**config.mk**
```make
export PLATFORM = sky130hd
export DESIGN_NAME = fb_load_ctrl_flat
export DESIGN_NICKNAME = d
export VERILOG_FILES = /design/src/rtl/fb_load_ctrl_if.sv /design/src/rtl/fb_load_ctrl.sv /design/src/flat_wrapper.sv
export SDC_FILE = /design/constraint.sdc
export NUM_CORES = 1
export LEC_CHECK = 0
export ABC_AREA = 0
export BUFFER_PORTS_ARGS = -buffer_cell sky130_fd_sc_hd__buf_2
export CAP_MARGIN = 40
export CORE_MARGIN = 1
export CORE_UTILIZATION = 40
export CTS_BUF_LIST = sky130_fd_sc_hd__clkbuf_8
export DETAILED_ROUTE_END_ITERATION = 8
export HOLD_SLACK_MARGIN = 0.15
export SLEW_MARGIN = 20
export SYNTH_ARGS = -nofsm -noshare
export SYNTH_HDL_FRONTEND = slang
export SYNTH_SLANG_ARGS = --single-unit
```
**constraint.sdc**
```tcl
create_clock -name clk -period 11.2 [get_ports clk]
set_input_delay 0.56 -clock clk [delete_from_list [all_inputs] [get_ports clk]]
set_output_delay 0.56 -clock clk [all_outputs]
set_load 0.01 [all_outputs]
```
**src/rtl/fb_load_ctrl_if.sv**
```systemverilog
// Memory read port and filter-buffer write port of the filter-buffer load manager.
// The master modport is the load manager; the slave modport is the memory/buffer side.
interface fb_load_ctrl_if #(
    parameter int W_ADDR    = 32,
    parameter int W_DATA    = 64,
    parameter int W_FB_ADDR = 12
);
    logic                 o_rd_req;
    logic [W_ADDR-1:0]    o_rd_addr;
    logic                 i_rd_gnt;
    logic                 i_rd_valid;
    logic [W_DATA-1:0]    i_rd_data;
    logic                 o_fb_we;
    logic [W_FB_ADDR-1:0] o_fb_addr;
    logic [W_DATA-1:0]    o_fb_wdata;

    modport master (
        output o_rd_req, o_rd_addr, o_fb_we, o_fb_addr, o_fb_wdata,
        input  i_rd_gnt, i_rd_valid, i_rd_data
    );

    modport slave (
        input  o_rd_req, o_rd_addr, o_fb_we, o_fb_addr, o_fb_wdata,
        output i_rd_gnt, i_rd_valid, i_rd_data
    );
endinterface

```
**src/rtl/fb_load_ctrl.sv**
```systemverilog
// Filter-buffer load manager: on a controller request, fetches one output-channel tile of
// filter words through an in-order read port and writes them into the filter buffer.
module fb_load_ctrl #(
    parameter int W_CHANNEL       = 4,
    parameter int W_ADDR          = 32,
    parameter int W_DATA          = 64,
    parameter int W_WORDS         = 12,
    parameter int W_FB_ADDR       = 12,
    parameter int MAX_OUTSTANDING = 4
) (
    input  logic                 clk,
    input  logic                 rstn,
    input  logic                 q_start,
    input  logic [W_ADDR-1:0]    q_fb_base_addr,
    input  logic [W_WORDS-1:0]   q_words_per_tile,
    input  logic                 fb_load_req,
    input  logic [W_CHANNEL-1:0] i_chn_out,
    fb_load_ctrl_if.master       bus,
    output logic                 o_fb_load_done,
    output logic                 o_busy,
    output logic                 o_err
);
    localparam int BYTES = W_DATA / 8;
    localparam int W_OUT = $clog2(MAX_OUTSTANDING + 1);

    typedef enum logic [2:0] {S_IDLE, S_CALC, S_ISSUE, S_DRAIN, S_DONE} state_t;

    state_t               state_q, state_d;
    logic [W_ADDR-1:0]    cfg_base_q, cfg_base_d;
    logic [W_WORDS-1:0]   cfg_words_q, cfg_words_d;
    logic [W_CHANNEL-1:0] chn_q, chn_d;
    logic [W_ADDR-1:0]    tile_base_q, tile_base_d;
    logic [W_WORDS-1:0]   issued_q, issued_d;
    logic [W_WORDS-1:0]   received_q, received_d;
    logic [W_OUT-1:0]     outstanding_q, outstanding_d;
    logic                 err_q, err_d;
    logic                 fb_we_q, fb_we_d;
    logic [W_FB_ADDR-1:0] fb_addr_q, fb_addr_d;
    logic [W_DATA-1:0]    fb_wdata_q, fb_wdata_d;

    logic rd_req;
    logic grant;
    logic accept;
    logic last_grant;

    always_ff @(posedge clk or negedge rstn) begin
        if (!rstn) begin
            state_q       <= S_IDLE;
            cfg_base_q    <= '0;
            cfg_words_q   <= '0;
            chn_q         <= '0;
            tile_base_q   <= '0;
            issued_q      <= '0;
            received_q    <= '0;
            outstanding_q <= '0;
            err_q         <= 1'b0;
            fb_we_q       <= 1'b0;
            fb_addr_q     <= '0;
            fb_wdata_q    <= '0;
        end else begin
            state_q       <= state_d;
            cfg_base_q    <= cfg_base_d;
            cfg_words_q   <= cfg_words_d;
            chn_q         <= chn_d;
            tile_base_q   <= tile_base_d;
            issued_q      <= issued_d;
            received_q    <= received_d;
            outstanding_q <= outstanding_d;
            err_q         <= err_d;
            fb_we_q       <= fb_we_d;
            fb_addr_q     <= fb_addr_d;
            fb_wdata_q    <= fb_wdata_d;
        end
    end

    always_comb begin
        state_d       = state_q;
        cfg_base_d    = cfg_base_q;
        cfg_words_d   = cfg_words_q;
        chn_d         = chn_q;
        tile_base_d   = tile_base_q;
        issued_d      = issued_q;
        received_d    = received_q;
        outstanding_d = outstanding_q;
        err_d         = err_q;
        fb_we_d       = 1'b0;
        fb_addr_d     = fb_addr_q;
        fb_wdata_d    = fb_wdata_q;

        rd_req     = (state_q == S_ISSUE) && (issued_q < cfg_words_q)
                     && (outstanding_q < W_OUT'(MAX_OUTSTANDING));
        grant      = rd_req && bus.i_rd_gnt;
        last_grant = grant && (({1'b0, issued_q} + (W_WORDS+1)'(1)) == {1'b0, cfg_words_q});
        // Outstanding is only ever non-zero in ISSUE/DRAIN, so this also rejects stray data.
        accept     = bus.i_rd_valid && (outstanding_q != '0)
                     && ((state_q == S_ISSUE) || (state_q == S_DRAIN));

        if (q_start) begin
            cfg_base_d  = q_fb_base_addr;
            cfg_words_d = q_words_per_tile;
            err_d       = 1'b0;
        end
        if (fb_load_req && (state_q != S_IDLE)) err_d = 1'b1;
        if (bus.i_rd_valid && !accept)          err_d = 1'b1;

        if (grant) issued_d = issued_q + W_WORDS'(1);
        case ({grant, accept})
            2'b10:   outstanding_d = outstanding_q + W_OUT'(1);
            2'b01:   outstanding_d = outstanding_q - W_OUT'(1);
            default: outstanding_d = outstanding_q;
        endcase

        if (accept) begin
            fb_we_d    = 1'b1;
            fb_addr_d  = W_FB_ADDR'(received_q);
            fb_wdata_d = bus.i_rd_data;
            received_d = received_q + W_WORDS'(1);
        end

        case (state_q)
            S_IDLE: begin
                if (fb_load_req) begin
                    chn_d   = i_chn_out;
                    state_d = S_CALC;
                end
            end
            S_CALC: begin
                // Modular product in W_ADDR bits equals the full-width product truncated.
                tile_base_d   = cfg_base_q + W_ADDR'(chn_q) * W_ADDR'(cfg_words_q) * W_ADDR'(BYTES);
                issued_d      = '0;
                received_d    = '0;
                outstanding_d = '0;
                state_d       = (cfg_words_q == '0) ? S_DONE : S_ISSUE;
            end
            S_ISSUE: begin
                if (last_grant) state_d = S_DRAIN;
            end
            S_DRAIN: begin
                // received reaching the count means the final write is on the bus this cycle.
                if (received_q == cfg_words_q) state_d = S_DONE;
            end
            S_DONE:  state_d = S_IDLE;
            default: state_d = S_IDLE;
        endcase
    end

    assign bus.o_rd_req   = rd_req;
    assign bus.o_rd_addr  = (state_q == S_ISSUE)
                            ? tile_base_q + W_ADDR'(issued_q) * W_ADDR'(BYTES) : '0;
    assign bus.o_fb_we    = fb_we_q;
    assign bus.o_fb_addr  = fb_addr_q;
    assign bus.o_fb_wdata = fb_wdata_q;
    assign o_fb_load_done = (state_q == S_DONE);
    assign o_busy         = (state_q != S_IDLE);
    assign o_err          = err_q;
endmodule
```
**src/flat_wrapper.sv**
```systemverilog
// flat-port wrapper written by rule: the top's interface ports become plain ports
module fb_load_ctrl_flat 
#(
    parameter int W_CHANNEL       = 4,
    parameter int W_ADDR          = 32,
    parameter int W_DATA          = 64,
    parameter int W_WORDS         = 12,
    parameter int W_FB_ADDR       = 12,
    parameter int MAX_OUTSTANDING = 4
)
  (clk, rstn, q_start, q_fb_base_addr, q_words_per_tile, fb_load_req, i_chn_out, o_fb_load_done, o_busy, o_err, bus_o_rd_req, bus_o_rd_addr, bus_o_fb_we, bus_o_fb_addr, bus_o_fb_wdata, bus_i_rd_gnt, bus_i_rd_valid, bus_i_rd_data);
  fb_load_ctrl_if #(.W_ADDR(W_ADDR), .W_DATA(W_DATA), .W_FB_ADDR(W_FB_ADDR)) bus_i ();
  input  logic clk;
  input  logic rstn;
  input  logic q_start;
  input  logic [W_ADDR-1:0] q_fb_base_addr;
  input  logic [W_WORDS-1:0] q_words_per_tile;
  input  logic fb_load_req;
  input  logic [W_CHANNEL-1:0] i_chn_out;
  output logic o_fb_load_done;
  output logic o_busy;
  output logic o_err;
  output wire logic [$bits(bus_i.o_rd_req)-1:0] bus_o_rd_req;
  output wire logic [$bits(bus_i.o_rd_addr)-1:0] bus_o_rd_addr;
  output wire logic [$bits(bus_i.o_fb_we)-1:0] bus_o_fb_we;
  output wire logic [$bits(bus_i.o_fb_addr)-1:0] bus_o_fb_addr;
  output wire logic [$bits(bus_i.o_fb_wdata)-1:0] bus_o_fb_wdata;
  input wire logic [$bits(bus_i.i_rd_gnt)-1:0] bus_i_rd_gnt;
  input wire logic [$bits(bus_i.i_rd_valid)-1:0] bus_i_rd_valid;
  input wire logic [$bits(bus_i.i_rd_data)-1:0] bus_i_rd_data;
  assign bus_o_rd_req = bus_i.o_rd_req;
  assign bus_o_rd_addr = bus_i.o_rd_addr;
  assign bus_o_fb_we = bus_i.o_fb_we;
  assign bus_o_fb_addr = bus_i.o_fb_addr;
  assign bus_o_fb_wdata = bus_i.o_fb_wdata;
  assign bus_i.i_rd_gnt = bus_i_rd_gnt;
  assign bus_i.i_rd_valid = bus_i_rd_valid;
  assign bus_i.i_rd_data = bus_i_rd_data;
  fb_load_ctrl #(.W_CHANNEL(W_CHANNEL), .W_ADDR(W_ADDR), .W_DATA(W_DATA), .W_WORDS(W_WORDS), .W_FB_ADDR(W_FB_ADDR), .MAX_OUTSTANDING(MAX_OUTSTANDING)) u_core (.clk(clk), .rstn(rstn), .q_start(q_start), .q_fb_base_addr(q_fb_base_addr), .q_words_per_tile(q_words_per_tile), .fb_load_req(fb_load_req), .i_chn_out(i_chn_out), .bus(bus_i), .o_fb_load_done(o_fb_load_done), .o_busy(o_busy), .o_err(o_err));
endmodule
```
==> results.cfg <==
[outcome]
outcome = finished clean

[job]
cap_violations = 0

[floorplanning]
initial_core_util_pct = 41.01
core_area_um2 = 28090
num_rows = 61
die_w_um = 171.7
fp.dieH_um = 171.7
io_pins = 231
die-area_um2 = 29480

[placed_design]
dp_cells = 1714
port_buffers = 230
dp_hpwl_um = 21840
gp_congestion = 0.8531

[synthesis]
ys_types = 65
synthFlopType = dfrtp_1
synth_top_area_share_pct = 40.84
syn_inst = 1146
synth_enable_flop_cells = 0
synth.most_common_cell = dfrtp_1
ys_top_cells_by_area = dfrtp_1, mux2_2, ha_1
synth_area_um2 = 11520
ys_seq_area_share_pct = 40.84
syn_area_per_cell_um2 = 10.05
synth_seq_cells = 188
synth_common_cells = dfrtp_1, mux2_2, nand2_1, o21ai_0, nor2_1
synthArstFlopShare_pct = 100.0
synth_area_leader_cell = dfrtp_1
yosysWarningCount = 0
synth_nets = 1350

[clock_tree]
cts.sinks = 188
cts_tree = yes
cts_resized = 0
cts_buffer_depth = 2
insertion_delay_ns = 0.49
cts_buffers = 17
cts_max_level = 4
path_clk_slew_ns = 0.11
root_buffer = clkbuf_8

[global_routing]
grt_pass1_wl_um = 46650
grt_antenna_before_repair = 3
grt_max_degree = 81
grt_pass1_vias = 9168
grtUsageTotal_pct = 20.31
grt_overflow = 0

[worst_setup_path]
path_class = reg -> reg
cp-start-kind = flip-flop
critPathRequiredTime_ns = 11.61
worstSetupEndpointType = flip-flop
path_max_fanout = 13
timing.rr.start = u_core.chn_q[3]$_DFFE_PN0P_
crit_path_start = u_core.chn_q[3]$_DFFE_PN0P_
cp_data_arrival_time_ns = 5.90

[sta]
rsz0062_at_grt = no
finalMaxSlewViolations = 0
worstMarginPinSlew_ns = 0.8823
fin_crit_sh_pct = 48.98
timing.setup.tns_ns = 0
setup_viol = 0
finalCriticalPeriod_ns = 5.485
maxSlewHeadroom_pct = 41.06
fmax_ghz = 0.1823
hold_ws_ns = 0.2838
finalHoldViolCount = 0
skew_ns = 0.02445

[finish]
area_delta_synth_final_pct = 17.60
instances_no_fill = 1748
diodes = 0
multi_input_area_um2 = 6374
fillers = 2698
finish.net_count = 1561
drive_above_1_share_pct = 29.42
final-seq-area_um2 = 4705

[route]
drt_first_iter_violations = 489
wl_per_cell_um = 16.39
vias = 9111
ant_nets = 0
avgViaCountPerCell = 5.212
drc = 0
dr.pass1.iters = 5
drt-total-wl_um = 28660

[min_path]
hold_start = q_words_per_tile[11]
hold_class = in -> reg

[power]
p_leak_nw = 6.546
power_density_nw_per_um2 = 284.7
finalPower_w = 0.003856
peakVddDrop_uv = 241.4
## layout by cell type, fill, tap and decap left out, types with 8 or more instances in the layout
master	count
dfrtp_1	188
fa_1	23
buf_2	230
nor4_1	10
a211oi_1	8
and2_1	39
inv_1	66
nand4_1	14
nor3_1	13
o21a_1	9
clkbuf_8	18
buf_4	8
nor2_1	69
o211ai_1	13
ha_1	63
nor2b_1	9
and3_1	19
a21oi_1	39
xnor2_1	39
o31ai_1	11
o21ai_0	77
nand2_1	107
mux2_2	113
a21o_1	15
xor2_1	47
nand3_1	19
## cell type report
| class | count | share of cell area (%) |
|---|---|---|
| clock buffers | 17 | 1.727 |
| clock inverters | 15 | 1.302 |
| inverters | 67 | 1.857 |
| multi-input cells | 839 | 47.05 |
| flip-flops and latches | 188 | 34.73 |
| well taps | 378 | 3.492 |
| repair buffers | 244 | 9.837 |
## power breakdown
part	switching (W)	internal, W	total [W]
Sequential	0.000199	0.000903	0.00110
Clock	0.000283	0.000189	0.000472
Combinational	0.00129	0.000994	0.00228
## worst max-delay path: stages, from the launching register on
cell	delay [ns]
dfrtp_1	0.51
and2_1	0.21
fa_1	0.54
inv_1	0.06
fa_1	0.53
inv_1	0.04
ha_1	0.33
nor2b_1	0.16
o31a_1	0.27
o211ai_1	0.17
nand2_1	0.12
a2111oi_0	0.40
o21bai_1	0.15
xor2_1	0.16
ha_1	0.39
nand2_1	0.07
a221oi_1	0.24
nor3b_1	0.29
o31a_1	0.33
o2111ai_1	0.15
xor2_1	0.16
o21ai_0	0.14
## registers in the layout, indices dropped and copies added, names as in the netlist
signal / flops
u_core.cfg_base_q: 32
u_core.chn_q: 4
u_core.bus.o_fb_we: 1
u_core.o_err: 1
u_core.cfg_words_q: 12
u_core.received_q: 12
u_core.bus.o_fb_addr: 12
u_core.outstanding_q: 3
u_core.tile_base_q: 32
u_core.state_q: 3
u_core.bus.o_fb_wdata: 64
u_core.issued_q: 12
## metal layers
layer	vias to the layer above	track usage (%)	wire, µm
li1	4431	-	-
met1	4404	26.45	12890
met2	245	33.23	13500
met3	31	5.384	1852
met4	0	5.357	411
met5	-	0	0
## cell families (layout without fill, tap and decap cells)
| logic type | Yosys count | in the layout | synth area share [%] |
|---|---|---|---|
| XOR/XNOR | 86 | 86 | 6.539 |
| multiplexers | 116 | 116 | 11.42 |
| buffers and inverters | 119 | 343 | 3.943 |
| flip-flops | 188 | 188 | 40.84 |
| adder cells (fa/ha/maj) | 86 | 86 | 10.84 |
| AND/OR/NAND/NOR | 332 | 332 | 14.31 |
| AO/OA/AOI/OAI | 219 | 219 | 12.11 |
## repair_timing
| item | 4_1_cts | 5_1_grt |
|---|---|---|
| buffers inserted | 0 | 0 |
| endpoints found under the hold margin | 41 | 0 |
| hold buffers | 1 | 0 |
## stage by stage
| stage | utilization (%) | area (µm²) | setup WS, ns |
|---|---|---|---|
| after global placement | 46.31 | 13010 | 5.787 |
| after global routing | 48.23 | 13550 | 5.265 |
| after detailed placement | 46.68 | 13110 | 5.735 |
| after CTS | 48.17 | 13530 | 5.685 |
| after floorplan | - | 11520 | 6.138 |
| final | 48.23 | 13550 | 5.715 |
## worst paths after layout
path / depth (start not counted) / slack [ns] / endpoint
max in group asynchronous: 4 / 9.68 / u_core.cfg_base_q[8]$_DFFE_PN0P_
worst min register to register: 2 / 0.48 / u_core.tile_base_q[0]$_DFFE_PN0P_
worst max-delay path: 21 / 5.71 / u_core.tile_base_q[22]$_DFFE_PN0P_
min in group asynchronous: 2 / 0.58 / u_core.cfg_words_q[10]$_DFFE_PN0P_
worst max register to register: 21 / 5.71 / u_core.tile_base_q[22]$_DFFE_PN0P_
worst min-delay path: 3 / 0.28 / u_core.cfg_words_q[11]$_DFFE_PN0P_
No activity file was read; power rests on OpenSTA's default activity.
